===== config.mk =====
export PLATFORM = sky130hd
export DESIGN_NAME = alk_md_seq
export DESIGN_NICKNAME = d
export VERILOG_FILES = /design/src/rtl/alk_pkg.sv /design/src/rtl/alk_step_cnt.sv /design/src/rtl/alk_md_seq.sv
export SDC_FILE = /design/constraint.sdc
export NUM_CORES = 1
export LEC_CHECK = 0
export ABC_AREA = 1
export CAP_MARGIN = 20
export CORE_ASPECT_RATIO = 1.5
export CORE_MARGIN = 5
export CORE_UTILIZATION = 40
export DETAILED_ROUTE_END_ITERATION = 7
export PLACE_DENSITY_LB_ADDON = 0.1
export SYNTH_ARGS = -nofsm -noshare
export SYNTH_HDL_FRONTEND = slang
export SYNTH_HIERARCHICAL = 1
export SYNTH_SLANG_ARGS = --single-unit

===== constraint.sdc =====
create_clock -name qdclk_l -period 1.6 [get_ports qdclk_l]
set_input_delay 0.24 -clock qdclk_l [delete_from_list [all_inputs] [get_ports qdclk_l]]
set_output_delay 0.24 -clock qdclk_l [all_outputs]
set_load 0.02 [all_outputs]

===== src/rtl/alk_pkg.sv =====
// alk_pkg: shared state, op and ALKCTL encodings for the alk_md_seq multiply/divide sequencer.
package alk_pkg;
   typedef enum logic [2:0] {S_IDLE, S_SETUP, S_LOOP, S_FIX, S_DONE} alk_state_e;
   typedef enum logic [1:0] {OP_MULP = 2'b00, OP_MULN = 2'b01, OP_DIVP = 2'b10, OP_DIVN = 2'b11} alk_op_e;
   localparam logic [9:0] ALK_249 = 10'h249;
   localparam logic [9:0] ALK_24B = 10'h24B;
   localparam logic [9:0] ALK_24C = 10'h24C;
   localparam logic [9:0] ALK_259 = 10'h259;
   localparam logic [9:0] ALK_25B = 10'h25B;
   localparam logic [9:0] ALK_25C = 10'h25C;
   localparam logic [9:0] ALK_26B = 10'h26B;
   function automatic logic op_is_div(alk_op_e op);
      return op == OP_DIVP || op == OP_DIVN;
   endfunction
endpackage


===== src/rtl/alk_step_cnt.sv =====
// alk_step_cnt: falling-edge loop step counter with load, decrement and zero flag.
module alk_step_cnt #(
   parameter int CNT_W = 5
) (
   input  logic             clk_i,
   input  logic             rst_i,
   input  logic             load_i,
   input  logic             dec_i,
   input  logic [CNT_W-1:0] load_val_i,
   output logic [CNT_W-1:0] cnt_o,
   output logic             zero_o
);
   logic [CNT_W-1:0] cnt_q;
   always_ff @(negedge clk_i) begin
      if (rst_i) cnt_q <= '0;
      else if (load_i) cnt_q <= load_val_i;
      else if (dec_i) cnt_q <= cnt_q - CNT_W'(1);
   end
   assign cnt_o  = cnt_q;
   assign zero_o = cnt_q == '0;
endmodule


===== src/rtl/alk_md_seq.sv =====
// alk_md_seq: multiply/divide ALKCTL sequencer, state on the falling edge of qdclk_l.
// Define ALK_MD_SEQ_REMFIX_EN to insert the FIX (remainder correction) state after DIV loops.
module alk_md_seq
   import alk_pkg::*;
#(
   parameter int WIDTH = 32,
   parameter int CNT_W = $clog2(WIDTH)
) (
   input  logic             qdclk_l,
   input  logic             reset_h,
   input  logic             start_h,
   input  logic             abort_h,
   input  logic [1:0]       op_h,
   input  logic [9:0]       alpctl_h,
   input  logic             c32_in_h,
   input  logic             q_sout_shr_h,
   output logic [9:0]       alkctl_h,
   output logic             loop_flag_h,
   output logic             tog_flag_h,
   output logic             carry_invert_h,
   output logic             busy_h,
   output logic             done_h,
   output logic [CNT_W-1:0] step_cnt_h
);
`ifdef ALK_MD_SEQ_REMFIX_EN
   localparam bit REMFIX = 1'b1;
`else
   localparam bit REMFIX = 1'b0;
`endif
   alk_state_e state_q, state_d;
   alk_op_e    op_q, op_d;
   logic       tog_q, tog_d;
   logic       tog_src, cnt_zero, cnt_load, cnt_dec;
   assign tog_src = op_is_div(op_q) ? (c32_in_h ^ (op_q == OP_DIVN)) : q_sout_shr_h;
   always_comb begin
      state_d = state_q;
      op_d    = op_q;
      case (state_q)
         S_IDLE: if (start_h && !abort_h) begin
            state_d = S_SETUP;
            op_d    = alk_op_e'(op_h);
         end
         S_SETUP: state_d = abort_h ? S_IDLE : S_LOOP;
         S_LOOP: if (abort_h) state_d = S_IDLE;
            else if (cnt_zero) state_d = (REMFIX && op_is_div(op_q)) ? S_FIX : S_DONE;
         S_FIX: state_d = abort_h ? S_IDLE : S_DONE;
         default: state_d = S_IDLE;
      endcase
      // tog tracks the loop source only while looping or correcting; it reads 1 everywhere else
      tog_d = (state_d == S_LOOP || state_d == S_FIX) ? (state_q == S_LOOP ? tog_src : tog_q) : 1'b1;
   end
   always_ff @(negedge qdclk_l) begin
      if (reset_h) begin
         state_q <= S_IDLE;
         op_q    <= OP_MULP;
         tog_q   <= 1'b1;
      end else begin
         state_q <= state_d;
         op_q    <= op_d;
         tog_q   <= tog_d;
      end
   end
   assign cnt_load = state_q == S_SETUP && !abort_h;
   assign cnt_dec  = state_q == S_LOOP && !cnt_zero && !abort_h;
   alk_step_cnt #(.CNT_W(CNT_W)) u_cnt (
      .clk_i     (qdclk_l),
      .rst_i     (reset_h),
      .load_i    (cnt_load),
      .dec_i     (cnt_dec),
      .load_val_i(CNT_W'(WIDTH - 1)),
      .cnt_o     (step_cnt_h),
      .zero_o    (cnt_zero)
   );
   always_comb begin
      alkctl_h = ALK_26B;
      case (state_q)
         S_IDLE:  alkctl_h = alpctl_h;
         S_SETUP: alkctl_h = !op_is_div(op_q) ? ALK_26B : (op_q == OP_DIVN) ? ALK_25C : ALK_24C;
         S_LOOP:  alkctl_h = op_is_div(op_q) ? (tog_q ? ALK_24C : ALK_25C) :
                             (op_q == OP_MULN) ? (tog_q ? ALK_249 : ALK_24B) : (tog_q ? ALK_259 : ALK_25B);
         S_FIX:   alkctl_h = tog_q ? ALK_26B : ALK_25C;
         default: alkctl_h = ALK_26B;
      endcase
   end
   assign carry_invert_h = state_q != S_IDLE && (alkctl_h == ALK_249 || alkctl_h == ALK_24C);
   assign loop_flag_h    = state_q == S_LOOP;
   assign busy_h         = state_q == S_SETUP || state_q == S_LOOP || state_q == S_FIX;
   assign done_h         = state_q == S_DONE;
   assign tog_flag_h     = tog_q;
endmodule


==> results.yml <==
power_and_ir_drop:
  vdd_drop_max_uv: 588
  p_leak_nw: 0.949
  pwr_density_cell_nw_per_um2: 530
  p_total_mw: 1.01
critical_path:
  max_stage_delay_ns: 0.35
  cp_slowest_cell: "dfxtp_4"
  critPathLaunchType: "flip-flop"
  crit_family: "simple AND/OR/NAND/NOR gates"
  worstPathCellList: "buf_4 > nand2_1 > nor2_1 > nor2_1 > nand2_2 > nor2_4 > buf_6"
  crit_top_cell: "nor2_1"
  worst_ep_required_time_ns: 1.36
  cp_num_buf_inv: 2
  crit_path_end_kind: "output pin"
  cp_max_fo: 5
  crit_arrival_ns: 2.32
  criticalPathCategory: "reg2out"
min_path:
  min_path_type: "reg2reg"
status:
  failed_checks: "setup timing"
  outcome: "complete, but fails checks"
synth:
  synth_top_cell_by_area: "dfxtp_1"
  yosysTopAreaCellShare: 0.265
  netlist_top_cells_count: "nand2_1 (28), inv_1 (24), nor2_1 (21)"
  synth.area.top_cells: "dfxtp_1 (27%), nand2_1 (13%), inv_1 (11%)"
  yosysSeqAreaShare: 0.265
  postSynthAreaPerCell_um2: 6.01
  ys_types: 24
  synth_edf_count: 0
  synth_most_common_cell: "nand2_1"
  yosys_register_bits: 11
  synth_ff_type: "dfxtp_1"
  ys_warn_count: 6
  syn_area_um2: 830
  synth_cells: 138
  async_flop_share: 0
route:
  viasPerCell: 5.57
  first_pass_iters: 5
  drt_iter0_drc: 90
  ant_nets: 0
  wl_per_cell_um: 20.0
  num_vias: 1409
  route.detailed.drc: 0
  wl_mm: 5.06
cts:
  numCtsBuffers: 3
  cts_max_path_buffers: 2
  clock_latency_ns: 0.37
  cts_root_buf: "clkbuf_4"
  cts_tree: "yes"
  cts_sinks: 11
  htreeDepth: 1
  clkSlewWorstSetupHoldPaths_ns: 0.05
finish:
  fillCellCount: 52
  seq_area_um2: 245
  fin_area_um2: 1920
  multiInputGateArea_um2: 729
  nNetsFinal: 251
  drive_gt1_frac: 0.576
  antenna_cells: 0
  area_growth_pct: 131
sta:
  worst_pin_slew_ns: 0.510
  fin_ws_ns: -0.963
  fin_worst_skew_ns: 0.0268
  grt_setup_unrepaired: "true"
  maxSlewViolCount: 0
  setup_viol: 28
  slew_headroom: 0.660
  hold_viol: 0
global_route:
  use_met3: 0.0327
  grt_pass1_vias: 1282
  grt-busiest-layer: "met2"
  met2_usage: 0.452
  grt_first_pass_wirelength_mm: 5.32
  antenna_found_initial: 0
  grt-ovfl-total: 0
  grt_max_degree: 9
  met1_usage: 0.211
  grtUsageTotal: 0.233
die:
  rows: 20
  core-area_um2: 2000
  dieArea_um2: 3100
  boundaryPins: 38
  dieHeight_um: 65.8
  chipWidth_um: 47.2
  start_util: 0.414
job:
  drv_cap: 0
place:
  gp_congestion: 0.913
  numPortBuffers: 37
  place_area_um2: 1520
  hpwlAfterDp_mm: 2.20
metrics by stage:
| step | setup slack, ns | setup TNS [ns] | std cells | hold slack [ns] | utilization |
|---|---|---|---|---|---|
| final | -0.963 | -14.42 | 253 | 0.565 | 0.957 |
| after global routing | -1.05 | -15.71 | 253 | 0.601 | 0.957 |
| after CTS | -0.827 | -12.35 | 245 | 0.517 | 0.876 |
| after detailed placement | -1.01 | -23.24 | 225 | 0.508 | 0.761 |
| after global placement | -0.971 | -22.71 | 225 | 0.512 | 0.761 |
| after floorplan | -0.490 | -6.09 | 142 | 0.536 | - |
kinds of logic after synthesis:
logic type / count (synthesis) / share of synthesized area
AND/OR/NAND/NOR: 81 / 0.445
AO/OA/AOI/OAI: 13 / 0.0980
other: 1 / 0.00452
flip-flops: 11 / 0.265
XOR/XNOR: 2 / 0.0211
buffers and inverters: 29 / 0.151
adder cells (fa/ha/maj): 1 / 0.0151
path summary, 6_finish.rpt:
path | depth (start not counted) | slack (ns) | endpoint | start
max | 7 | -0.96 | carry_invert_h | op_q[1]
min | 2 | 0.56 | tog_flag_h | tog_flag_h
max reg2reg | 14 | -0.18 | u_cnt/cnt_o[0] | u_cnt/cnt_o[1]
min reg2reg | 2 | 0.56 | tog_flag_h | tog_flag_h
cell usage in the layout, fill, tap and decap left out:
cell type        Yosys  layout
nand4_1              1       1
nand3_4              0       2
dlymetal6s2s_1       0       1
dfxtp_2              0       5
o211ai_1             2       2
xor2_1               1       1
conb_1               1       5
nand2_2              2       5
nor2_1              21      10
ha_4                 0       1
xnor2_1              1       1
a21oi_2              1       3
dlygate4sd2_1        0       2
nor2_2               5       4
inv_4                0       5
nand3_2              1       5
inv_12               0       1
clkbuf_4             0       3
dfxtp_4              0       5
nor3_4               0       1
or2_4                0       3
nand2_1             28      23
nor3_2               0       2
nor3_1               5       2
o21ai_1              0       3
dfxtp_1             11       1
inv_2                2       6
a22oi_2              0       3
nor2_4               1      13
clkdlybuf4s50_1      0      13
buf_4                0      37
buf_6                2      25
nand2_4              0       2
a21oi_1              4       1
inv_1               24      24
a21oi_4              0       1
nand3_1             14       8
inv_8                0       1
state kept, by name (all words and copies together) (netlist names):
register	cells
state_q	3
u_cnt/cnt_o	5
tog_flag_h	1
op_q	2
area by class of cell:
class	count	share of cell area
repair buffers	78	0.376
clock buffers	3	0.0118
flip-flops and latches	11	0.128
well taps	22	0.0144
clock inverters	12	0.0235
repair inverters	1	0.00327
multi-input cells	102	0.381
inverters	24	0.0627
worst min-delay path: stages, from the launching register on:
cell and delay, ns:
dfxtp_4 0.38, nand2_1 0.06, nand3_1 0.08
report_power, final:
group	switching (mW)	internal, mW	total (mW)
clock	0.231	0.127	0.359
combinational	0.186	0.180	0.366
sequential	0.0127	0.278	0.290
repair_timing:
item	CTS	global route
cloned	1	0
hold buffers	0	0
setup endpoints to repair	31	29
pin swaps	19	21
resized for setup	162	30
setup buffers	6	10
per-layer routing:
layer  part of all wire  vias up
li1                   -      611
met1               0.32      640
met2               0.51      118
met3              0.090       40
met4              0.076        0
met5                  0        -
Power figures use the tool's default switching activity.
